--- src/rtl/rom_read_arbiter_pkg.sv ---
// Shared defaults for the dual-port ROM read arbiter.
package rom_read_arbiter_pkg;

  localparam int NREQ_DEF         = 4;
  localparam int AW_DEF           = 4;
  localparam int DW_DEF           = 32;
  localparam int ROM_DEPTH        = 16;
  // The ROM has two read ports, so at most two requesters win per cycle.
  localparam int GRANTS_PER_CYCLE = 2;

endpackage

--- src/rtl/rom_read_arbiter_rr_pick2.sv ---
// Round-robin two-winner picker: walks ptr, ptr+1, ... (mod NREQ) and
// returns the first eligible index for port 1 and the second for port 2.
module rr_pick2
  import rom_read_arbiter_pkg::*;
#(
  parameter int NREQ = NREQ_DEF,
  parameter int PW   = (NREQ > 1) ? $clog2(NREQ) : 1
) (
  input  logic [NREQ-1:0] eligible,
  input  logic [PW-1:0]   ptr,
  output logic [PW-1:0]   g1,
  output logic            g1_valid,
  output logic [PW-1:0]   g2,
  output logic            g2_valid
);

  // Circular search starting at ptr; the first two hits become the winners.
  always_comb begin
    logic [PW-1:0] idx;
    g1       = '0;
    g1_valid = 1'b0;
    g2       = '0;
    g2_valid = 1'b0;
    idx      = ptr;
    for (int k = 0; k < NREQ; k++) begin
      if (eligible[idx]) begin
        if (!g1_valid) begin
          g1       = idx;
          g1_valid = 1'b1;
        end else if (!g2_valid) begin
          g2       = idx;
          g2_valid = 1'b1;
        end
      end
      idx = (idx == PW'(NREQ - 1)) ? '0 : idx + 1'b1;
    end
  end

endmodule

--- src/rtl/rom_read_arbiter.sv ---
// Shares a dual-read-port ROM among NREQ requesters: up to two round-robin
// winners per cycle, registered data and a one-cycle ack back to each winner.
module rom_read_arbiter
  import rom_read_arbiter_pkg::*;
#(
  parameter int NREQ = NREQ_DEF,
  parameter int AW   = AW_DEF,
  parameter int DW   = DW_DEF
) (
  input  logic               clk,
  input  logic               rst_n,
  input  logic [NREQ-1:0]    req,
  input  logic [NREQ*AW-1:0] addr,
  output logic [NREQ-1:0]    ack,
  output logic [NREQ*DW-1:0] rdata,
  output logic [AW-1:0]      rom_dir1,
  output logic [AW-1:0]      rom_dir2,
  input  logic [DW-1:0]      rom_dato1,
  input  logic [DW-1:0]      rom_dato2,
  output logic               busy
);

  localparam int PW = (NREQ > 1) ? $clog2(NREQ) : 1;

  logic [PW-1:0]   ptr;
  logic [PW-1:0]   ptr_nxt;
  logic [PW-1:0]   g1;
  logic [PW-1:0]   g2;
  logic            g1_valid;
  logic            g2_valid;
  logic [NREQ-1:0] eligible;
  logic [NREQ-1:0] grant;
  logic            busy_nxt;

  // A requester acked this cycle sits out one cycle, giving the 50% duty.
  assign eligible = req & ~ack;

  rr_pick2 #(
    .NREQ (NREQ),
    .PW   (PW)
  ) u_pick (
    .eligible (eligible),
    .ptr      (ptr),
    .g1       (g1),
    .g1_valid (g1_valid),
    .g2       (g2),
    .g2_valid (g2_valid)
  );

  // Address muxes onto the two ROM ports; idle ports read address 0.
  always_comb begin
    rom_dir1 = '0;
    rom_dir2 = '0;
    if (g1_valid) rom_dir1 = addr[int'(g1)*AW +: AW];
    if (g2_valid) rom_dir2 = addr[int'(g2)*AW +: AW];
  end

  // Grant vector, next pointer (one past the last winner) and busy flag.
  always_comb begin
    grant    = '0;
    ptr_nxt  = ptr;
    if (g1_valid) grant[g1] = 1'b1;
    if (g2_valid) grant[g2] = 1'b1;
    if (g2_valid) begin
      ptr_nxt = (g2 == PW'(NREQ - 1)) ? '0 : g2 + 1'b1;
    end else if (g1_valid) begin
      ptr_nxt = (g1 == PW'(NREQ - 1)) ? '0 : g1 + 1'b1;
    end
    busy_nxt = ($countones(eligible) > GRANTS_PER_CYCLE);
  end

  // Register acks, winner data, pointer and busy; reset drops pending grants.
  always_ff @(posedge clk or negedge rst_n) begin
    if (!rst_n) begin
      ack   <= '0;
      rdata <= '0;
      ptr   <= '0;
      busy  <= 1'b0;
    end else begin
      ack  <= grant;
      ptr  <= ptr_nxt;
      busy <= busy_nxt;
      if (g1_valid) rdata[int'(g1)*DW +: DW] <= rom_dato1;
      if (g2_valid) rdata[int'(g2)*DW +: DW] <= rom_dato2;
    end
  end

endmodule

--- config.mk ---
export PLATFORM = sky130hd
export DESIGN_NAME = rom_read_arbiter
export DESIGN_NICKNAME = d
export VERILOG_FILES = /design/src/rtl/rom_read_arbiter_pkg.sv /design/src/rtl/rom_read_arbiter_rr_pick2.sv /design/src/rtl/rom_read_arbiter.sv
export SDC_FILE = /design/constraint.sdc
export NUM_CORES = 1
export LEC_CHECK = 0
export CAP_MARGIN = 10
export CELL_PAD_IN_SITES_DETAIL_PLACEMENT = 0
export CELL_PAD_IN_SITES_GLOBAL_PLACEMENT = 1
export CORE_AREA = 10 10 147 250
export DETAILED_ROUTE_END_ITERATION = 10
export DIE_AREA = 0 0 157 260
export GPL_ROUTABILITY_DRIVEN = 1
export GPL_TIMING_DRIVEN = 0
export HOLD_SLACK_MARGIN = 0.08
export PLACE_DENSITY = 0.63
export SKIP_CTS_REPAIR_TIMING = 1
export SLEW_MARGIN = 20
export SYNTH_ARGS = -nofsm -noshare
export SYNTH_HDL_FRONTEND = slang
export SYNTH_SLANG_ARGS = --single-unit
--- constraint.sdc ---
create_clock -name clk -period 3.7 [get_ports clk]
set_input_delay 0.37 -clock clk [delete_from_list [all_inputs] [get_ports clk]]
set_output_delay 0.37 -clock clk [all_outputs]
set_load 0.03 [all_outputs]
==> impl_results.md <==
* Result of the run: completed
* Commonest register cell after synthesis: sky130_fd_sc_hd__dfrtp_1
* Maximum count of clock buffers along a single path at 2
* TritonCTS clock tree: built
* Total via count after detailed routing at 7,516
* Sequential share of the synthesized area at 42.3%
* Number of different library cells in the post-synthesis netlist at 65
* R2R Setup Slk at 70 ps
* Post-synthesis register bit count at 135
* Setup CP Type: reg -> reg
* Instance count of the mapped netlist at 770
* Compound-cell area share of the yosys netlist at 20.5%
* Die width at 157 µm
* Routed vias/inst at 5.22
* Fraction of layout instances using a drive strength above 1 at 17.5%
* Die footprint at 40,800 µm²
* Transition time of the tightest slew-check pin at 752 ps
* Iteration-0 DRC count of the detailed router at 432
* Worst endpoint required time at 4090 ps
* Area of the core at 32,300 µm²
* Count of buffers from port buffering at 226
* Synthesized-area fraction occupied by xor and xnor cells at 0.219%
* Number of sinks on the clock net at 135
* Yosys warns at 0
* Antenna viol nets, final at 0
* Post-Syn Area at 7980 µm²
* Share of synthesized flip-flops with an asynchronous set or reset at 100%
* Final wirelength at 36.5 mm
* Total of fill cells in the finished design at 3,265
* Dominant cell by count in the synthesized netlist: sky130_fd_sc_hd__dfrtp_1
* Net count of the finished layout at 1,122
* Final estimated routing congestion in global placement at 0.845
* Share of synthesized cell area in full adder, half adder and majority cells at 1.52%
* Final-report hold violation count at 0
* Multiplexer share of the synthesized area at 16.9%
* Period Utilization, post-route at 98.1%
* Number of antenna violations at the first check in global routing at 3
* Remaining global-route overflow at 0
* Biggest area consumer among synthesized cells: sky130_fd_sc_hd__dfrtp_1
* Worst-skew pair later-pin latency at 440 ps
* Leading post-synthesis cells by instance count: 135 x sky130_fd_sc_hd__dfrtp_1, 83 x sky130_fd_sc_hd__mux2i_1, 83 x sky130_fd_sc_hd__nand2_1
* Fin Setup TNS at 0 ps
* Slew Viols, Final at 0
* Largest net degree at the start of global routing at 74
* Unrepaired setup endpoints after global routing: yes
* Detailed placement HPWL at 27.2 mm
* H-tree Lvls at 4
* R2r worst-path depth at 16
* DRC at 0
* Arrival time reported for the critical path endpoint at 4020 ps
* Row count at 87
* Combinational family with the most area after synthesis: compound AO/OA/AOI/OAI gates
* Drt first pass iters at 5
* Total routing usage reported by global routing at 17.5%
* Post-Synth Simple-Gate Area at 12.5%
* Number of enable flip-flop cells after synthesis at 0
* Setup skew after layout at 7.10 ps
* Kind of end point of the critical path: flip-flop
* Starting density of the core at 24.7%
* Height of the die at 260 µm
* Area share of the largest cell type after synthesis at 42.3%
* Highest fanout seen on the critical path at 10
* Root buf cell: sky130_fd_sc_hd__clkbuf_16
* Final routed wire length divided by cell count at 25.4 µm
* Setup-failing EPs final at 0
* Cts bufs inserted at 17
* Io pins at 227
* Clock Pin Slew Worst Setup and Hold Paths at 70 ps
* Max Cap Violations at 0
* Critical Path Start Type: flip-flop
* Final critical path time including I/O delays and setup at 3630 ps
* Post-Synthesis Net Count at 864
* Via count of the first global-routing pass at 7,952
* Synthesis-to-finish area growth at 46.4%
* First-pass GRT wire length at 52.9 mm
* Headroom to the max-slew limit at 49.9%
* Leading post-synthesis cells by cell area: sky130_fd_sc_hd__dfrtp_1 42%, sky130_fd_sc_hd__mux2i_1 10%, sky130_fd_sc_hd__a31oi_1 5.3%
* Mean instance size in the synthesized netlist at 10.4 µm²
* Kind of path behind the tightest hold check: in -> async
* Highest attainable clock frequency at 275 MHz
## layout make-up
| type | instances | area (µm²) | share of cell area [%] |
|---|---|---|---|
| flip-flops and latches | 135 | 3380 | 28.9 |
| clock buffers | 18 | 439 | 3.76 |
| well taps | 400 | 500 | 4.28 |
| inverters | 9 | 33.8 | 0.289 |
| repair buffers | 241 | 2370 | 20.3 |
| clock inverters | 12 | 151 | 1.30 |
| diodes | 1 | 2.50 | 0.0214 |
| plain buffers | 80 | 541 | 4.63 |
| multi-input cells | 544 | 4270 | 36.5 |
## per-layer routing
| layer | track usage (%) | part of all wire (%) | wire length [µm] | up-vias |
|---|---|---|---|---|
| li1 | - | - | - | 3431 |
| met1 | 18.1 | 37 | 13500 | 3811 |
| met2 | 33.2 | 56 | 20500 | 225 |
| met3 | 3.83 | 4.3 | 1570 | 45 |
| met4 | 6.58 | 2.4 | 881 | 4 |
| met5 | 0 | 0.074 | 27 | - |
## cells by family after synthesis
kind of cell               after synthesis
adders and majority gates               10
buffers and inverters                   91
AOI/OAI and AO/OA                      215
DFF                                    135
xor gates and xnor gates                 2
and+or+nand+nor                        199
muxes                                  118
## through the flow
step / instances / instance area (µm²) / setup slack [ps] / hold WS, ps / utilization, %
after global placement: 1396 / 10700 / -3820 / 533 / 33.2
after detailed placement: 1397 / 10800 / -1520 / 366 / 33.3
after CTS: 1427 / 11400 / -1740 / -114 / 35.2
final: 1440 / 11700 / 70.1 / 455 / 36.1
after floorplan: 770 / 7990 / 52.3 / 74.4 / -
after global routing: 1440 / 11700 / -48.2 / 511 / 36.1
## state kept, by name, indices dropped and copies added (netlist names)
signal and flops:
rdata 128, ack 4, busy 1, ptr 2
## critical path, cell delays in order, from the launching register on
cell and delay (ps):
sky130_fd_sc_hd__dfrtp_1 390, sky130_fd_sc_hd__nand2b_4 150, sky130_fd_sc_hd__buf_6 150, sky130_fd_sc_hd__inv_2 60, sky130_fd_sc_hd__mux4_2 560, sky130_fd_sc_hd__buf_4 180, sky130_fd_sc_hd__a21oi_4 140, sky130_fd_sc_hd__a31oi_4 150
sky130_fd_sc_hd__nor2_4 220, sky130_fd_sc_hd__inv_1 80, sky130_fd_sc_hd__ha_1 210, sky130_fd_sc_hd__or2_2 350, sky130_fd_sc_hd__nor4_4 240, sky130_fd_sc_hd__buf_6 180, sky130_fd_sc_hd__buf_8 160, sky130_fd_sc_hd__a32o_1 190
sky130_fd_sc_hd__mux2_4 140
## layout by cell type, fill, tap and decap left out, types with 4 or more instances in the layout
| cell type | count |
|---|---|
| sky130_fd_sc_hd__a21boi_0 | 32 |
| sky130_fd_sc_hd__a21oi_1 | 4 |
| sky130_fd_sc_hd__a22oi_1 | 32 |
| sky130_fd_sc_hd__a31oi_1 | 67 |
| sky130_fd_sc_hd__a32o_1 | 34 |
| sky130_fd_sc_hd__buf_2 | 22 |
| sky130_fd_sc_hd__buf_4 | 25 |
| sky130_fd_sc_hd__buf_6 | 10 |
| sky130_fd_sc_hd__buf_8 | 6 |
| sky130_fd_sc_hd__clkbuf_1 | 19 |
| sky130_fd_sc_hd__clkbuf_16 | 17 |
| sky130_fd_sc_hd__clkbuf_2 | 13 |
| sky130_fd_sc_hd__clkbuf_4 | 6 |
| sky130_fd_sc_hd__clkdlybuf4s50_1 | 217 |
| sky130_fd_sc_hd__clkinv_2 | 4 |
| sky130_fd_sc_hd__dfrtp_1 | 134 |
| sky130_fd_sc_hd__ha_1 | 6 |
| sky130_fd_sc_hd__inv_1 | 8 |
| sky130_fd_sc_hd__mux2_2 | 5 |
| sky130_fd_sc_hd__mux2_4 | 28 |
| sky130_fd_sc_hd__mux2i_1 | 82 |
| sky130_fd_sc_hd__nand2_1 | 82 |
| sky130_fd_sc_hd__nand2b_1 | 4 |
| sky130_fd_sc_hd__nand3_1 | 34 |
| sky130_fd_sc_hd__nor2_1 | 9 |
| sky130_fd_sc_hd__nor3_1 | 37 |
| sky130_fd_sc_hd__o211ai_1 | 4 |
| sky130_fd_sc_hd__o21ai_0 | 4 |
| sky130_fd_sc_hd__o22ai_1 | 9 |
## worst paths after layout
check,startpoint,end
max,ack[3],rdata[92]
min,rst_n,rdata[83]
max reg2reg,ack[3],rdata[92]
min reg2reg,rdata[115],rdata[115]
max in group asynchronous,rst_n,rdata[102]
min in group clk,rdata[115],rdata[115]
Power is left out: the tool's default activity adds up to more than one toggle a clock period on the data nets, which glitch-free logic cannot reach.
